## config.mk

```make
export PLATFORM = sky130hd
export DESIGN_NAME = l2_arbiter
export DESIGN_NICKNAME = d
export VERILOG_FILES = /design/src/rtl/l2_arbiter.sv
export SDC_FILE = /design/constraint.sdc
export NUM_CORES = 1
export LEC_CHECK = 0
export CAP_MARGIN = 20
export CORE_AREA = 2 2 547 549
export DETAILED_ROUTE_END_ITERATION = 10
export DIE_AREA = 0 0 549 551
export HOLD_SLACK_MARGIN = 0.1
export PLACE_DENSITY = 0.33
export SYNTH_ARGS = -nofsm -noshare
export SYNTH_HDL_FRONTEND = slang
export SYNTH_SLANG_ARGS = --single-unit
```

## constraint.sdc

```tcl
create_clock -name clk -period 3.45 [get_ports clk]
set_clock_uncertainty 0.1 [all_clocks]
set_input_delay 0.69 -clock clk [delete_from_list [all_inputs] [get_ports clk]]
set_output_delay 0.69 -clock clk [all_outputs]
set_load 0.1 [all_outputs]
```

## src/rtl/l2_arbiter.sv

```systemverilog
// Shares the unified L2 port between the L1 I-cache (read-only) and the L1 D-cache
// (read/write). It serves one line transaction at a time and breaks ties round-robin.
module l2_arbiter #(
  parameter int ADDR_W = 32,
  parameter int LINE_W = 256
) (
  input  logic              clk,
  input  logic              rst,
  input  logic              i_pmem_read,
  input  logic [ADDR_W-1:0] i_pmem_address,
  output logic [LINE_W-1:0] i_pmem_rdata,
  output logic              i_pmem_resp,
  input  logic              d_pmem_read,
  input  logic              d_pmem_write,
  input  logic [ADDR_W-1:0] d_pmem_address,
  input  logic [LINE_W-1:0] d_pmem_wdata,
  output logic [LINE_W-1:0] d_pmem_rdata,
  output logic              d_pmem_resp,
  output logic              l2_mem_read,
  output logic              l2_mem_write,
  output logic [ADDR_W-1:0] l2_mem_address,
  output logic [LINE_W-1:0] l2_mem_wdata,
  input  logic [LINE_W-1:0] l2_mem_rdata,
  input  logic              l2_mem_resp
);

  typedef enum logic [1:0] {S_RESET, S_IDLE, S_BUSY, S_DONE} state_t;

  state_t            state_q, state_d;
  logic              grant_q, grant_d;
  logic              last_grant_q, last_grant_d;
  logic              op_write_q, op_write_d;
  logic [ADDR_W-1:0] addr_q, addr_d;
  logic [LINE_W-1:0] wdata_q, wdata_d;
  logic              req_icache, req_dcache, busy;

  assign req_icache = i_pmem_read;
  assign req_dcache = d_pmem_read | d_pmem_write;
  assign busy       = (state_q == S_BUSY);

  always_comb begin
    state_d      = state_q;
    grant_d      = grant_q;
    last_grant_d = last_grant_q;
    op_write_d   = op_write_q;
    addr_d       = addr_q;
    wdata_d      = wdata_q;
    case (state_q)
      S_RESET: state_d = S_IDLE;
      S_IDLE: begin
        if (req_icache || req_dcache) begin
          // On a tie, the requester that was not served last time wins.
          grant_d = (req_icache && req_dcache) ? ~last_grant_q : req_dcache;
          if (grant_d) begin
            addr_d     = d_pmem_address;
            wdata_d    = d_pmem_wdata;
            op_write_d = d_pmem_write;
          end else begin
            addr_d     = i_pmem_address;
            op_write_d = 1'b0;
          end
          state_d = S_BUSY;
        end
      end
      S_BUSY: begin
        if (l2_mem_resp) begin
          last_grant_d = grant_q;
          state_d      = S_DONE;
        end
      end
      S_DONE:  state_d = S_IDLE;
      default: state_d = S_RESET;
    endcase
  end

  always_ff @(posedge clk) begin
    if (rst) begin
      state_q      <= S_RESET;
      grant_q      <= 1'b0;
      last_grant_q <= 1'b1;
      op_write_q   <= 1'b0;
      addr_q       <= '0;
      wdata_q      <= '0;
    end else begin
      state_q      <= state_d;
      grant_q      <= grant_d;
      last_grant_q <= last_grant_d;
      op_write_q   <= op_write_d;
      addr_q       <= addr_d;
      wdata_q      <= wdata_d;
    end
  end

  assign l2_mem_read    = busy & ~op_write_q;
  assign l2_mem_write   = busy & op_write_q;
  assign l2_mem_address = addr_q;
  assign l2_mem_wdata   = wdata_q;
  assign i_pmem_resp    = busy & l2_mem_resp & ~grant_q;
  assign d_pmem_resp    = busy & l2_mem_resp & grant_q;
  assign i_pmem_rdata   = l2_mem_rdata;
  assign d_pmem_rdata   = l2_mem_rdata;

endmodule

```

* Word-level counts from Yosys, hierarchy flattened
Index checks and enable logic that the tools add are counted.
Operators by class: equal/unequal tests 5, multiplexer cells 6, bitwise operators 9, reductions and logical operators 8
Operators by type and width (number):
- $mux W32 | 1
- $pmux W2 S3 | 1
- $reduce_and A2 Y1 | 3
- $and A1 B1 Y1 | 5
- $eq A2 B2 Y1 const B | 2
- $mux W2 | 2
- $ne A2 B2 Y1 const B | 2
- $not A1 Y1 | 3
- $reduce_and A3 Y1 | 1
- $eq A2 B1 Y1 const B | 1
- $logic_not A2 Y1 | 1
- $mux W1 | 2
- $reduce_or A2 Y1 | 1
- $logic_and A1 B1 Y1 | 1
- $logic_or A1 B1 Y1 | 1
- $or A1 B1 Y1 | 1
Storage, ports and cells: flip-flop bits (word level) 293, bits of input ports 582

* Logic depth before layout (Yosys ltp)
depth in word-level cells 4, gate-level depth with buffers 8

* Worst setup path after synthesis
OpenSTA, ideal clock, no wires.
path type in2out, from input l2_mem_resp, to output i_pmem_resp, arrival 1999 ps, required time 2660 ps, slack 661 ps, stages on the path 2, buffers on the path 0, cells stage by stage nand2_1 > nor2_1
Between the ends: word-level cells in the longest chain between the ends 2
Ends and longest elaborated chain:
- from (decl) | line 24 | input logic l2_mem_resp
- $and A1 B1 Y1 (2 in series) | line 98 | assign i_pmem_resp = busy & l2_mem_resp & ~grant_q;
- to (decl) | line 12 | output logic i_pmem_resp,
Every way passes these cells.

* Worst setup path in the final report
from register wdata_q[102] (netlist: l2_mem_wdata[102]), to output l2_mem_wdata[102]
RTL lines:
- from (decl) | line 34 | logic [LINE_W-1:0] wdata_q, wdata_d;
- from (signal assigned) | line 90 | wdata_q <= wdata_d;
- to (decl) | line 22 | output logic [LINE_W-1:0] l2_mem_wdata,
No word-level cell between the ends.

==> results.md <==
* Setup ws final at 543 ps
* CP endpoint kind: output port
* Synth unique cells at 27
* Clock sink count at 293
* PortBufs at 617
* Fin. max-slew vios at 0
* FILL cells at 34800
* Cell area after placement at 21400 um^2
* CTS resizes at 0
* CTS Buffer Depth at 3
* Initial Utilization at 5.10%
* Placed Cells incl. Taps at 5805
* Final Cycle Share at 84.3%
* Cts hold-fix bufs at 0
* Num CTS Buffers at 48
* Clk Tree Root Cell: clkbuf_16
* Routed WL per cell at 28.0 um
* Pre-CTS setup slack at 585 ps
* CTS clk-pin slew, worst paths at 80 ps
* Worst Path Arrival at 2120 ps
* End of the critical path: l2_mem_wdata[102]
* FF+latch count, synth at 293
* Grt total ovfl at 0
* Layout Nets at 2500
* Bufs and invs on worst path at 1
* Die Y at 551 um
* Worst Reg-to-Reg Cells at 6
* Crit-path slowest cell: clkdlybuf4s50_1
* Initial drt markers at 801
* Max-cap viol count at 0
* CORE AREA at 296000 um^2
* PD cells at 637 nW/um^2
* RR Endpoint: l2_mem_wdata[38]
* Vias per cell at 2.41
* Post-route antenna net violation count at 0
* Fmax achieved at 344 MHz
* Gr usage total at 10.5%
* Final GP Congestion at 0.763
* CTS tree: yes
* Crit path largest cell delay at 1130 ps
* Yosys warning count at 0
* Mapped Cells at 1890
* CP required at 2660 ps
* Crit path depth at 1
* Layout cell share with drive strength beyond 1 at 20.8%
* First-pass GRT wire length at 197000 um
* Final Hold Vio Count at 0
* Leading cell types in the layout, fill and taps excluded: clkdlybuf4s50_1 (327), dfxtp_1 (293), buf_4 (279)
* Slew margin rel. at 31.3%
* Initial antenna violation count at 80
* Avg Inst Size Synth at 8.00 um^2
* Yosys top cell area share at 38.8%
* Synth Cell Area at 15100 um^2
* Worst r2r src: state_q[1]
* Rows at 200
* Via count at 14300
* Worst Max-Slew Pin Slew at 1030 ps
* Htree depth at 2
* Skew-Pair Late Insertion Delay at 670 ps
* Leakage power at 7.17 nW
* Largest vdd supply drop at 374 uV
* HPWL after DPL at 143000 um
* Setup TNS at 0 ps
* Ordered cell list for the critical path: clkdlybuf4s50_1
* Status: completed
* Crit Path Category: flop to output port
* Final setup viols at 0
* Tmin final at 2910 ps
* Worst-path fanout max at 2
* HP Class: input pin to flop
* Largest area contributor in the netlist: dfxtp_1
* Fin Hold WS at 359 ps
* Total area of multi-input combinational cells at 4700 um^2
* Crit path launch type: flop
* Synth top area cells: dfxtp_1 (39%), buf_4 (26%), a21oi_1 (8.6%)
* Final Non-Filler Cells at 5906
* Die area at 302000 um^2
* RSZ-0062 raised after global routing: false
* Detailed-route wire length at 165000 um
* Worst setup path startpoint: l2_mem_wdata[102]
* Most common cell after layout, fill and taps aside: clkdlybuf4s50_1
* Die Wd at 549 um
* DR pass1 iterations at 5
* Area delta synth->final at 52.4%
* Number of setup buffers added after CTS at 0
* Post-route cell area at 23000 um^2
* Cell family with the largest share of critical-path delay: buffers and inverters
* Seq/Total Area, Yosys at 38.8%
* IO Count at 1386
* Syn_nets at 2474
* Vias in the first global route at 14500
* Pin count of the biggest net entering global routing at 174
* DRC Markers at 0
* Reg area at 5870 um^2
* Reg2reg setup slack at 1150 ps
-- layer usage --
metal	vias up	routed length [um]	global-route usage (%)
li1	6032	-	-
met1	6622	44900	8.21
met2	1090	72300	16.2
met3	466	37400	10.8
met4	40	10500	6.08
met5	-	258	0.156
-- registers in the layout, indices dropped and copies added, names as in the netlist --
| name | cells |
|---|---|
| last_grant_q | 1 |
| l2_mem_wdata | 256 |
| state_q | 2 |
| grant_q | 1 |
| op_write_q | 1 |
| l2_mem_address | 32 |
-- layout make-up --
class                           instances  area share [%]
Multi-Input combinational cell        922            20.4
Antenna cell                           16           0.174
Inverter                                3          0.0814
Clock buffer                           63            5.90
Timing Repair Buffer                  648            25.5
Tap cell                             3939            21.4
Clock inverter                         22            1.06
Sequential cell                       293            25.4
-- logic make-up after synthesis --
family / after synthesis / synth area share [%]
compound gates: 557 / 19.6
buf+inv: 675 / 30.3
fa+ha+maj: 2 / 0.165
simple gates: 363 / 11.2
flops: 293 / 38.8
-- power breakdown --
part / switching (mW) / internal [mW] / total [mW]
Combinational: 4.49 / 1.15 / 5.63
Sequential: 0.198 / 3.72 / 3.92
Clock: 2.14 / 3.00 / 5.14
Total: 6.82 / 7.87 / 14.7
-- worst min-delay path by stage --
stage / start / cells past startpoint / end / slack, ps
2_1_floorplan: op_write_q / 2 / op_write_q / 360
3_3_place_gp: l2_mem_wdata[46] / 2 / l2_mem_wdata[46] / 360
3_5_place_dp: l2_mem_wdata[188] / 2 / l2_mem_wdata[188] / 370
4_1_cts: rst / 2 / l2_mem_wdata[206] / 290
5_1_grt: rst / 2 / l2_mem_wdata[215] / 340
6_report: rst / 2 / l2_mem_wdata[206] / 360
-- cells in the mapped netlist --
| library cell | n |
|---|---|
| a2111o_1 | 1 |
| a211o_1 | 1 |
| a21oi_1 | 260 |
| a2bb2oi_2 | 1 |
| a311oi_1 | 32 |
| and2_1 | 1 |
| and3_1 | 1 |
| buf_1 | 3 |
| buf_2 | 37 |
| buf_4 | 521 |
| buf_6 | 5 |
| clkbuf_1 | 105 |
| clkbuf_4 | 1 |
| dfxtp_1 | 293 |
| ha_1 | 2 |
| inv_1 | 2 |
| inv_2 | 1 |
| nand2_1 | 67 |
| nand3_1 | 257 |
| nor2_1 | 33 |
| nor2b_1 | 2 |
| nor3_1 | 1 |
| o21ai_0 | 259 |
| o2bb2ai_4 | 1 |
| o31a_1 | 1 |
| o31ai_1 | 1 |
| or2_2 | 1 |
-- through the flow --
stage	total power [mW]	utilization [%]
after floorplan	10.2	-
after global placement	9.83	7.22
after detailed placement	9.84	7.22
after CTS	15.2	7.77
after global routing	15.5	7.77
final	14.7	7.78
Power figures use the tool's default switching activity.
